--- src/rtl/uart_tx_if.sv ---
// Parallel-side request and serial-side status bundle for the UART transmitter.
// The master modport faces the producer; the slave modport faces the transmit engine.
interface uart_tx_if #(
   parameter int DATA_WIDTH = 8
);
   logic [DATA_WIDTH-1:0] P_DATA;
   logic                  Data_Valid;
   logic                  PAR_EN;
   logic                  PAR_TYP;
   logic                  TX_OUT;
   logic                  Busy;
   logic                  TX_READY;

   modport master (
      output P_DATA, Data_Valid, PAR_EN, PAR_TYP,
      input  TX_OUT, Busy, TX_READY
   );

   modport slave (
      input  P_DATA, Data_Valid, PAR_EN, PAR_TYP,
      output TX_OUT, Busy, TX_READY
   );
endinterface

--- src/rtl/uart_tx_core.sv ---
// UART transmit engine: start, DATA_WIDTH bits LSB first, optional parity, one stop; CLK is the bit clock.
// Define UART_TX_HOLD_REG_EN to add a one-entry hold register for gapless back-to-back frames.
module uart_tx_core #(
   parameter int DATA_WIDTH = 8
) (
   input  logic    CLK,
   input  logic    RST,
   uart_tx_if.slave tx
);
   localparam int CW = $clog2(DATA_WIDTH);

   typedef enum logic [2:0] {IDLE, START, DATA, PARITY, STOP} state_t;

   state_t                state_q, state_d;
   logic [CW-1:0]         cnt_q, cnt_d;
   logic [DATA_WIDTH-1:0] data_q, data_d;
   logic                  par_en_q, par_en_d;
   logic                  par_typ_q, par_typ_d;
   logic                  tx_out_q, tx_out_d;
   logic                  busy_q, busy_d;
   logic                  tx_ready;
   logic                  accept;

`ifdef UART_TX_HOLD_REG_EN
   logic [DATA_WIDTH-1:0] hold_dat_q, hold_dat_d;
   logic                  hold_par_en_q, hold_par_en_d;
   logic                  hold_par_typ_q, hold_par_typ_d;
   logic                  hold_full_q, hold_full_d;

   assign tx_ready = ~hold_full_q;
`else
   assign tx_ready = ~busy_q;
`endif

   assign accept      = tx.Data_Valid & tx_ready;
   assign tx.TX_OUT   = tx_out_q;
   assign tx.Busy     = busy_q;
   assign tx.TX_READY = tx_ready;

   always_comb begin
      state_d   = state_q;
      cnt_d     = cnt_q;
      data_d    = data_q;
      par_en_d  = par_en_q;
      par_typ_d = par_typ_q;
`ifdef UART_TX_HOLD_REG_EN
      hold_dat_d     = hold_dat_q;
      hold_par_en_d  = hold_par_en_q;
      hold_par_typ_d = hold_par_typ_q;
      hold_full_d    = hold_full_q;
`endif

      case (state_q)
         IDLE: begin
            if (accept) begin
               state_d   = START;
               data_d    = tx.P_DATA;
               par_en_d  = tx.PAR_EN;
               par_typ_d = tx.PAR_TYP;
            end
         end
         START: begin
            state_d = DATA;
            cnt_d   = '0;
         end
         DATA: begin
            if (cnt_q == CW'(DATA_WIDTH - 1)) begin
               state_d = par_en_q ? PARITY : STOP;
            end else begin
               cnt_d = cnt_q + 1'b1;
            end
         end
         PARITY: state_d = STOP;
         STOP: begin
            state_d = IDLE;
`ifdef UART_TX_HOLD_REG_EN
            if (hold_full_q) begin
               state_d     = START;
               data_d      = hold_dat_q;
               par_en_d    = hold_par_en_q;
               par_typ_d   = hold_par_typ_q;
               hold_full_d = 1'b0;
            end else if (accept) begin
               state_d   = START;
               data_d    = tx.P_DATA;
               par_en_d  = tx.PAR_EN;
               par_typ_d = tx.PAR_TYP;
            end
`endif
         end
         default: state_d = IDLE;
      endcase

`ifdef UART_TX_HOLD_REG_EN
      // Mid-frame requests park in the hold register; IDLE/STOP accepts start directly.
      if (accept && state_q != IDLE && state_q != STOP) begin
         hold_dat_d     = tx.P_DATA;
         hold_par_en_d  = tx.PAR_EN;
         hold_par_typ_d = tx.PAR_TYP;
         hold_full_d    = 1'b1;
      end
`endif

      // Outputs are decoded from the next state so the line changes on the same edge.
      case (state_d)
         START:   tx_out_d = 1'b0;
         DATA:    tx_out_d = data_d[cnt_d];
         PARITY:  tx_out_d = par_typ_d ? ~^data_d : ^data_d;
         default: tx_out_d = 1'b1;
      endcase
      busy_d = (state_d != IDLE);
   end

   always_ff @(posedge CLK or negedge RST) begin
      if (!RST) begin
         state_q   <= IDLE;
         cnt_q     <= '0;
         data_q    <= '0;
         par_en_q  <= 1'b0;
         par_typ_q <= 1'b0;
         tx_out_q  <= 1'b1;
         busy_q    <= 1'b0;
      end else begin
         state_q   <= state_d;
         cnt_q     <= cnt_d;
         data_q    <= data_d;
         par_en_q  <= par_en_d;
         par_typ_q <= par_typ_d;
         tx_out_q  <= tx_out_d;
         busy_q    <= busy_d;
      end
   end

`ifdef UART_TX_HOLD_REG_EN
   always_ff @(posedge CLK or negedge RST) begin
      if (!RST) begin
         hold_dat_q     <= '0;
         hold_par_en_q  <= 1'b0;
         hold_par_typ_q <= 1'b0;
         hold_full_q    <= 1'b0;
      end else begin
         hold_dat_q     <= hold_dat_d;
         hold_par_en_q  <= hold_par_en_d;
         hold_par_typ_q <= hold_par_typ_d;
         hold_full_q    <= hold_full_d;
      end
   end
`endif
endmodule

--- src/flat_wrapper.sv ---
// flat-port wrapper written by rule: the top's interface ports become plain ports
module uart_tx_core_flat 
#(
   parameter int DATA_WIDTH = 8
)
  (CLK, RST, tx_P_DATA, tx_Data_Valid, tx_PAR_EN, tx_PAR_TYP, tx_TX_OUT, tx_Busy, tx_TX_READY);
  uart_tx_if #(.DATA_WIDTH(DATA_WIDTH)) tx_i ();
  input  logic CLK;
  input  logic RST;
  input wire logic [$bits(tx_i.P_DATA)-1:0] tx_P_DATA;
  input wire logic [$bits(tx_i.Data_Valid)-1:0] tx_Data_Valid;
  input wire logic [$bits(tx_i.PAR_EN)-1:0] tx_PAR_EN;
  input wire logic [$bits(tx_i.PAR_TYP)-1:0] tx_PAR_TYP;
  output wire logic [$bits(tx_i.TX_OUT)-1:0] tx_TX_OUT;
  output wire logic [$bits(tx_i.Busy)-1:0] tx_Busy;
  output wire logic [$bits(tx_i.TX_READY)-1:0] tx_TX_READY;
  assign tx_i.P_DATA = tx_P_DATA;
  assign tx_i.Data_Valid = tx_Data_Valid;
  assign tx_i.PAR_EN = tx_PAR_EN;
  assign tx_i.PAR_TYP = tx_PAR_TYP;
  assign tx_TX_OUT = tx_i.TX_OUT;
  assign tx_Busy = tx_i.Busy;
  assign tx_TX_READY = tx_i.TX_READY;
  uart_tx_core #(.DATA_WIDTH(DATA_WIDTH)) u_core (.CLK(CLK), .RST(RST), .tx(tx_i));
endmodule
--- config.mk ---
export PLATFORM = sky130hd
export DESIGN_NAME = uart_tx_core_flat
export DESIGN_NICKNAME = d
export VERILOG_FILES = /design/src/rtl/uart_tx_if.sv /design/src/rtl/uart_tx_core.sv /design/src/flat_wrapper.sv
export SDC_FILE = /design/constraint.sdc
export NUM_CORES = 1
export LEC_CHECK = 0
export CELL_PAD_IN_SITES_DETAIL_PLACEMENT = 0
export CELL_PAD_IN_SITES_GLOBAL_PLACEMENT = 1
export CORE_UTILIZATION = 40
export DETAILED_ROUTE_END_ITERATION = 10
export PLACE_DENSITY = 0.77
export SKIP_LAST_GASP = 1
export SYNTH_ARGS = -nofsm -noshare
export SYNTH_HDL_FRONTEND = slang
export SYNTH_SLANG_ARGS = --single-unit
--- constraint.sdc ---
create_clock -name CLK -period 4.38 [get_ports CLK]
set_input_delay 0.876 -clock CLK [delete_from_list [all_inputs] [get_ports CLK]]
set_output_delay 0.876 -clock CLK [all_outputs]
set_load 0.03 [all_outputs]
==> reports/qor.csv <==
stage,metric,value,unit
run_status,status,"finished, final reports clean",
final_layout,syn2layout_area_growth,18.2,%
route,vias,863,
power_and_ir_drop,p_leak,0.549,nW
final_layout,final_common_cell,nand2_1,
timing,drv_slew,0,
route,drtIter0Drc,5,
min_path,holdCritPathClass,reg -> reg,
floorplanning,die_w,53.3,um
final_layout,regArea,452,um^2
critical_path,reg2reg_setup_slack,2200,ps
power_and_ir_drop,clock_power_share,10.5,%
cts,cts_tree,yes,
power_and_ir_drop,p_sw,0.419,mW
timing,clock_skew,4.04,ps
route,ant_nets,0,
yosys,synth_edf_count,0,
route,dr.pass1.iters,5,
final_layout,nFillCells,255,
critical_path,reg2reg_from,u_core.cnt_q[0]$_DFF_PN0_,
final_layout,multi_input_area,544,um^2
cts,clk_pin_slew_worst_paths,100,ps
final_layout,final_cell_mix,"nand2_1, dfrtp_1, clkdlybuf4s50_1, nor2_1, o21ai_0",
critical_path,r2r_end,u_core.tx.TX_OUT$_DFF_PN1_,
cts,cts_resized,0,
final_layout,drive_above_1_share,8.96,%
timing,min_period,2340,ps
yosys,ys_seq_area_share,43.0,%
floorplanning,io_pins,16,
cts,clkLatencyLatePin,290,ps
timing,fin_crit_sh,53.5,%
floorplanning,die_h,53.3,um
floorplanning,core_region_area,0.00248,mm^2
route,wirelength,2.07,mm
grt,grt_max_degree,19,
grt,antenna_found_initial,0,
critical_path,worstPathArrival,1470,ps
power_and_ir_drop,power_report.internal_total,0.547,mW
power_and_ir_drop,p_comb_share,54.8,%
critical_path,worstPathRequired,3500,ps
cts,root_buffer,clkbuf_4,
timing,worst_pin_slew,799,ps
timing,fin_setup_tns,0,ps
power_and_ir_drop,p_sw_share,43.4,%
floorplanning,num_rows,18,
critical_path,startpoint,u_core.tx.TX_OUT$_DFF_PN1_,
timing,setup_viol,0,
grt,grt_pass1_vias,796,
power_and_ir_drop,peakVddDrop,0.000477,V
floorplanning,dieArea,0.00284,mm^2
placement,gp_congestion,0.775,
critical_path,worstSetupEndpointType,primary output,
power_and_ir_drop,power_frac_seq,34.7,%
route,drc_errors,0,
power_and_ir_drop,power_per_cell_area,777,mW/mm^2
critical_path,critPathLaunchType,flop,
grt,grtUsageTotal,18.1,%
yosys,synth_area_per_cell,8.69,um^2
floorplanning,start_util,42.4,%
final_layout,n_antenna_cell,0,
placement,io_buffers,15,
cts,cts-buffers-inserted,3,
cts,cts_setup_buffers,0,
cts,clockBufferDepth,2,
route,avgRoutedWirePerCell,12.6,um
timing,fin_ws,2040,ps
critical_path,cpLargestDelayFamily,buffers and inverters,
critical_path,cp_slowest_cell,clkdlybuf4s50_1,
route,avgViaCountPerCell,5.26,
cts,ctsHoldBuffers,0,
yosys,syn_nets,135,
placement,dp_slack,1700,ps
grt,grt_overflow,0,
yosys,syn-instance-count,121,
yosys,ys_seq_elements,18,
critical_path,cp_cell_sequence,clkdlybuf4s50_1,
critical_path,critPathKind,reg -> out,
timing,slew_headroom,46.6,%
timing,finalHoldViolCount,0,
job,max-cap-violations,0,
critical_path,slowest_delay,650,ps
cts,h-tree-depth,1,
timing,rsz0062_at_grt,false,
yosys,yosysUniqueCellTypes,37,
critical_path,reg2reg_depth,7,
critical_path,cp_max_fo,1,
timing,max_freq,0.427,GHz
cts,cts.sink_count,18,
yosys,async_reset_ff_share,100,%
final_layout,finish.net_count,149,
yosys,synth_area,0.00105,mm^2
placement,dpl.hpwl,1.57,mm
yosys,synth_ff_type,dfrtp_1,
grt,grt_first_pass_wirelength,3.61,mm
critical_path,crit_cells,1,
yosys,yosysWarnings,0,
critical_path,endpoint,tx_TX_OUT,
critical_path,critPathBufInv,1,
-- power groups by stage --
stage / registers (mW) / clock network, mW / logic, mW
after global placement: 0.338 / 0 / 0.531
after global routing: 0.348 / 0.116 / 0.598
after CTS: 0.336 / 0.106 / 0.536
final: 0.335 / 0.101 / 0.530
after detailed placement: 0.338 / 0 / 0.536
after floorplan: 0.314 / 0 / 0.446
-- synth_stat cells, types with 2 or more instances --
library cell	instances	area (um^2)
nand4_1	4	25.0
buf_4	2	15.0
nand2b_1	2	12.5
o21ai_0	7	35.0
inv_1	6	22.5
nand2_1	28	105
buf_2	2	10.0
xnor2_1	6	52.6
nor2_1	7	26.3
clkbuf_1	2	7.51
dfrtp_1	17	425
o211ai_1	2	15.0
xor2_1	3	26.3
nand3_1	4	20.0
a21oi_1	5	25.0
nand2_2	2	12.5
and3_1	2	12.5
-- flip-flops by register name, indices dropped and copies added, names as in the netlist --
name and flops:
u_core.cnt_q 3, u_core.data_q 8, u_core.par_en_q 1, u_core.par_typ_q 1
u_core.state_q 3, u_core.tx.Busy 1, u_core.tx.TX_OUT 1
-- per-layer routing --
metal  share of wire [%]  vias up  routed length [um]  global-route usage, %
met3                 3.6        2                  75                   6.03
li1                    -      444                   -                      -
met1                  47      402                 966                   24.1
met2                  49       15                1010                   29.0
met4                0.77        0                  16                   2.63
met5                   0        -                   0                      0
-- metrics by stage --
step / utilization (%) / total power, mW / hold WS, ps / std cells / area, um^2
after floorplan: - / 0.760 / 467 / 121 / 1050
after CTS: 50.2 / 0.978 / 530 / 164 / 1240
after global placement: 48.7 / 0.869 / 482 / 160 / 1210
after global routing: 50.2 / 1.06 / 572 / 164 / 1240
final: 50.2 / 0.966 / 519 / 164 / 1240
after detailed placement: 48.7 / 0.874 / 503 / 160 / 1210
-- cell families (layout without fill, tap and decap cells) --
group,after synthesis,count (layout),synth area share [%]
mux,1,1,0.952
flops,18,18,43.0
buf+inv,12,25,5.24
compound gates,24,24,16.9
simple gates,56,56,25.2
xor+xnor,9,9,7.50
fa+ha+maj,1,1,1.19
-- layout make-up --
class	instances	share of cell area, %
inverters	6	1.81
well taps	30	3.02
multi-input cells	91	43.8
clock buffers	4	2.92
flip-flops and latches	18	36.4
repair buffers	15	12.1
-- how the worst min path moves through the flow --
stage / slack [ps] / end / cells past startpoint / start
6_report: 520 / u_core.par_typ_q$_DFF_PN0_ / 2 / u_core.par_typ_q$_DFF_PN0_
3_3_place_gp: 480 / u_core.par_typ_q$_DFF_PN0_ / 2 / u_core.par_typ_q$_DFF_PN0_
5_1_grt: 570 / u_core.par_typ_q$_DFF_PN0_ / 2 / u_core.par_typ_q$_DFF_PN0_
4_1_cts: 530 / u_core.par_typ_q$_DFF_PN0_ / 2 / u_core.par_typ_q$_DFF_PN0_
3_5_place_dp: 500 / u_core.par_typ_q$_DFF_PN0_ / 2 / u_core.par_typ_q$_DFF_PN0_
2_1_floorplan: 470 / u_core.par_typ_q$_DFF_PN0_ / 2 / u_core.par_typ_q$_DFF_PN0_
(Power assumes the default switching activity.)
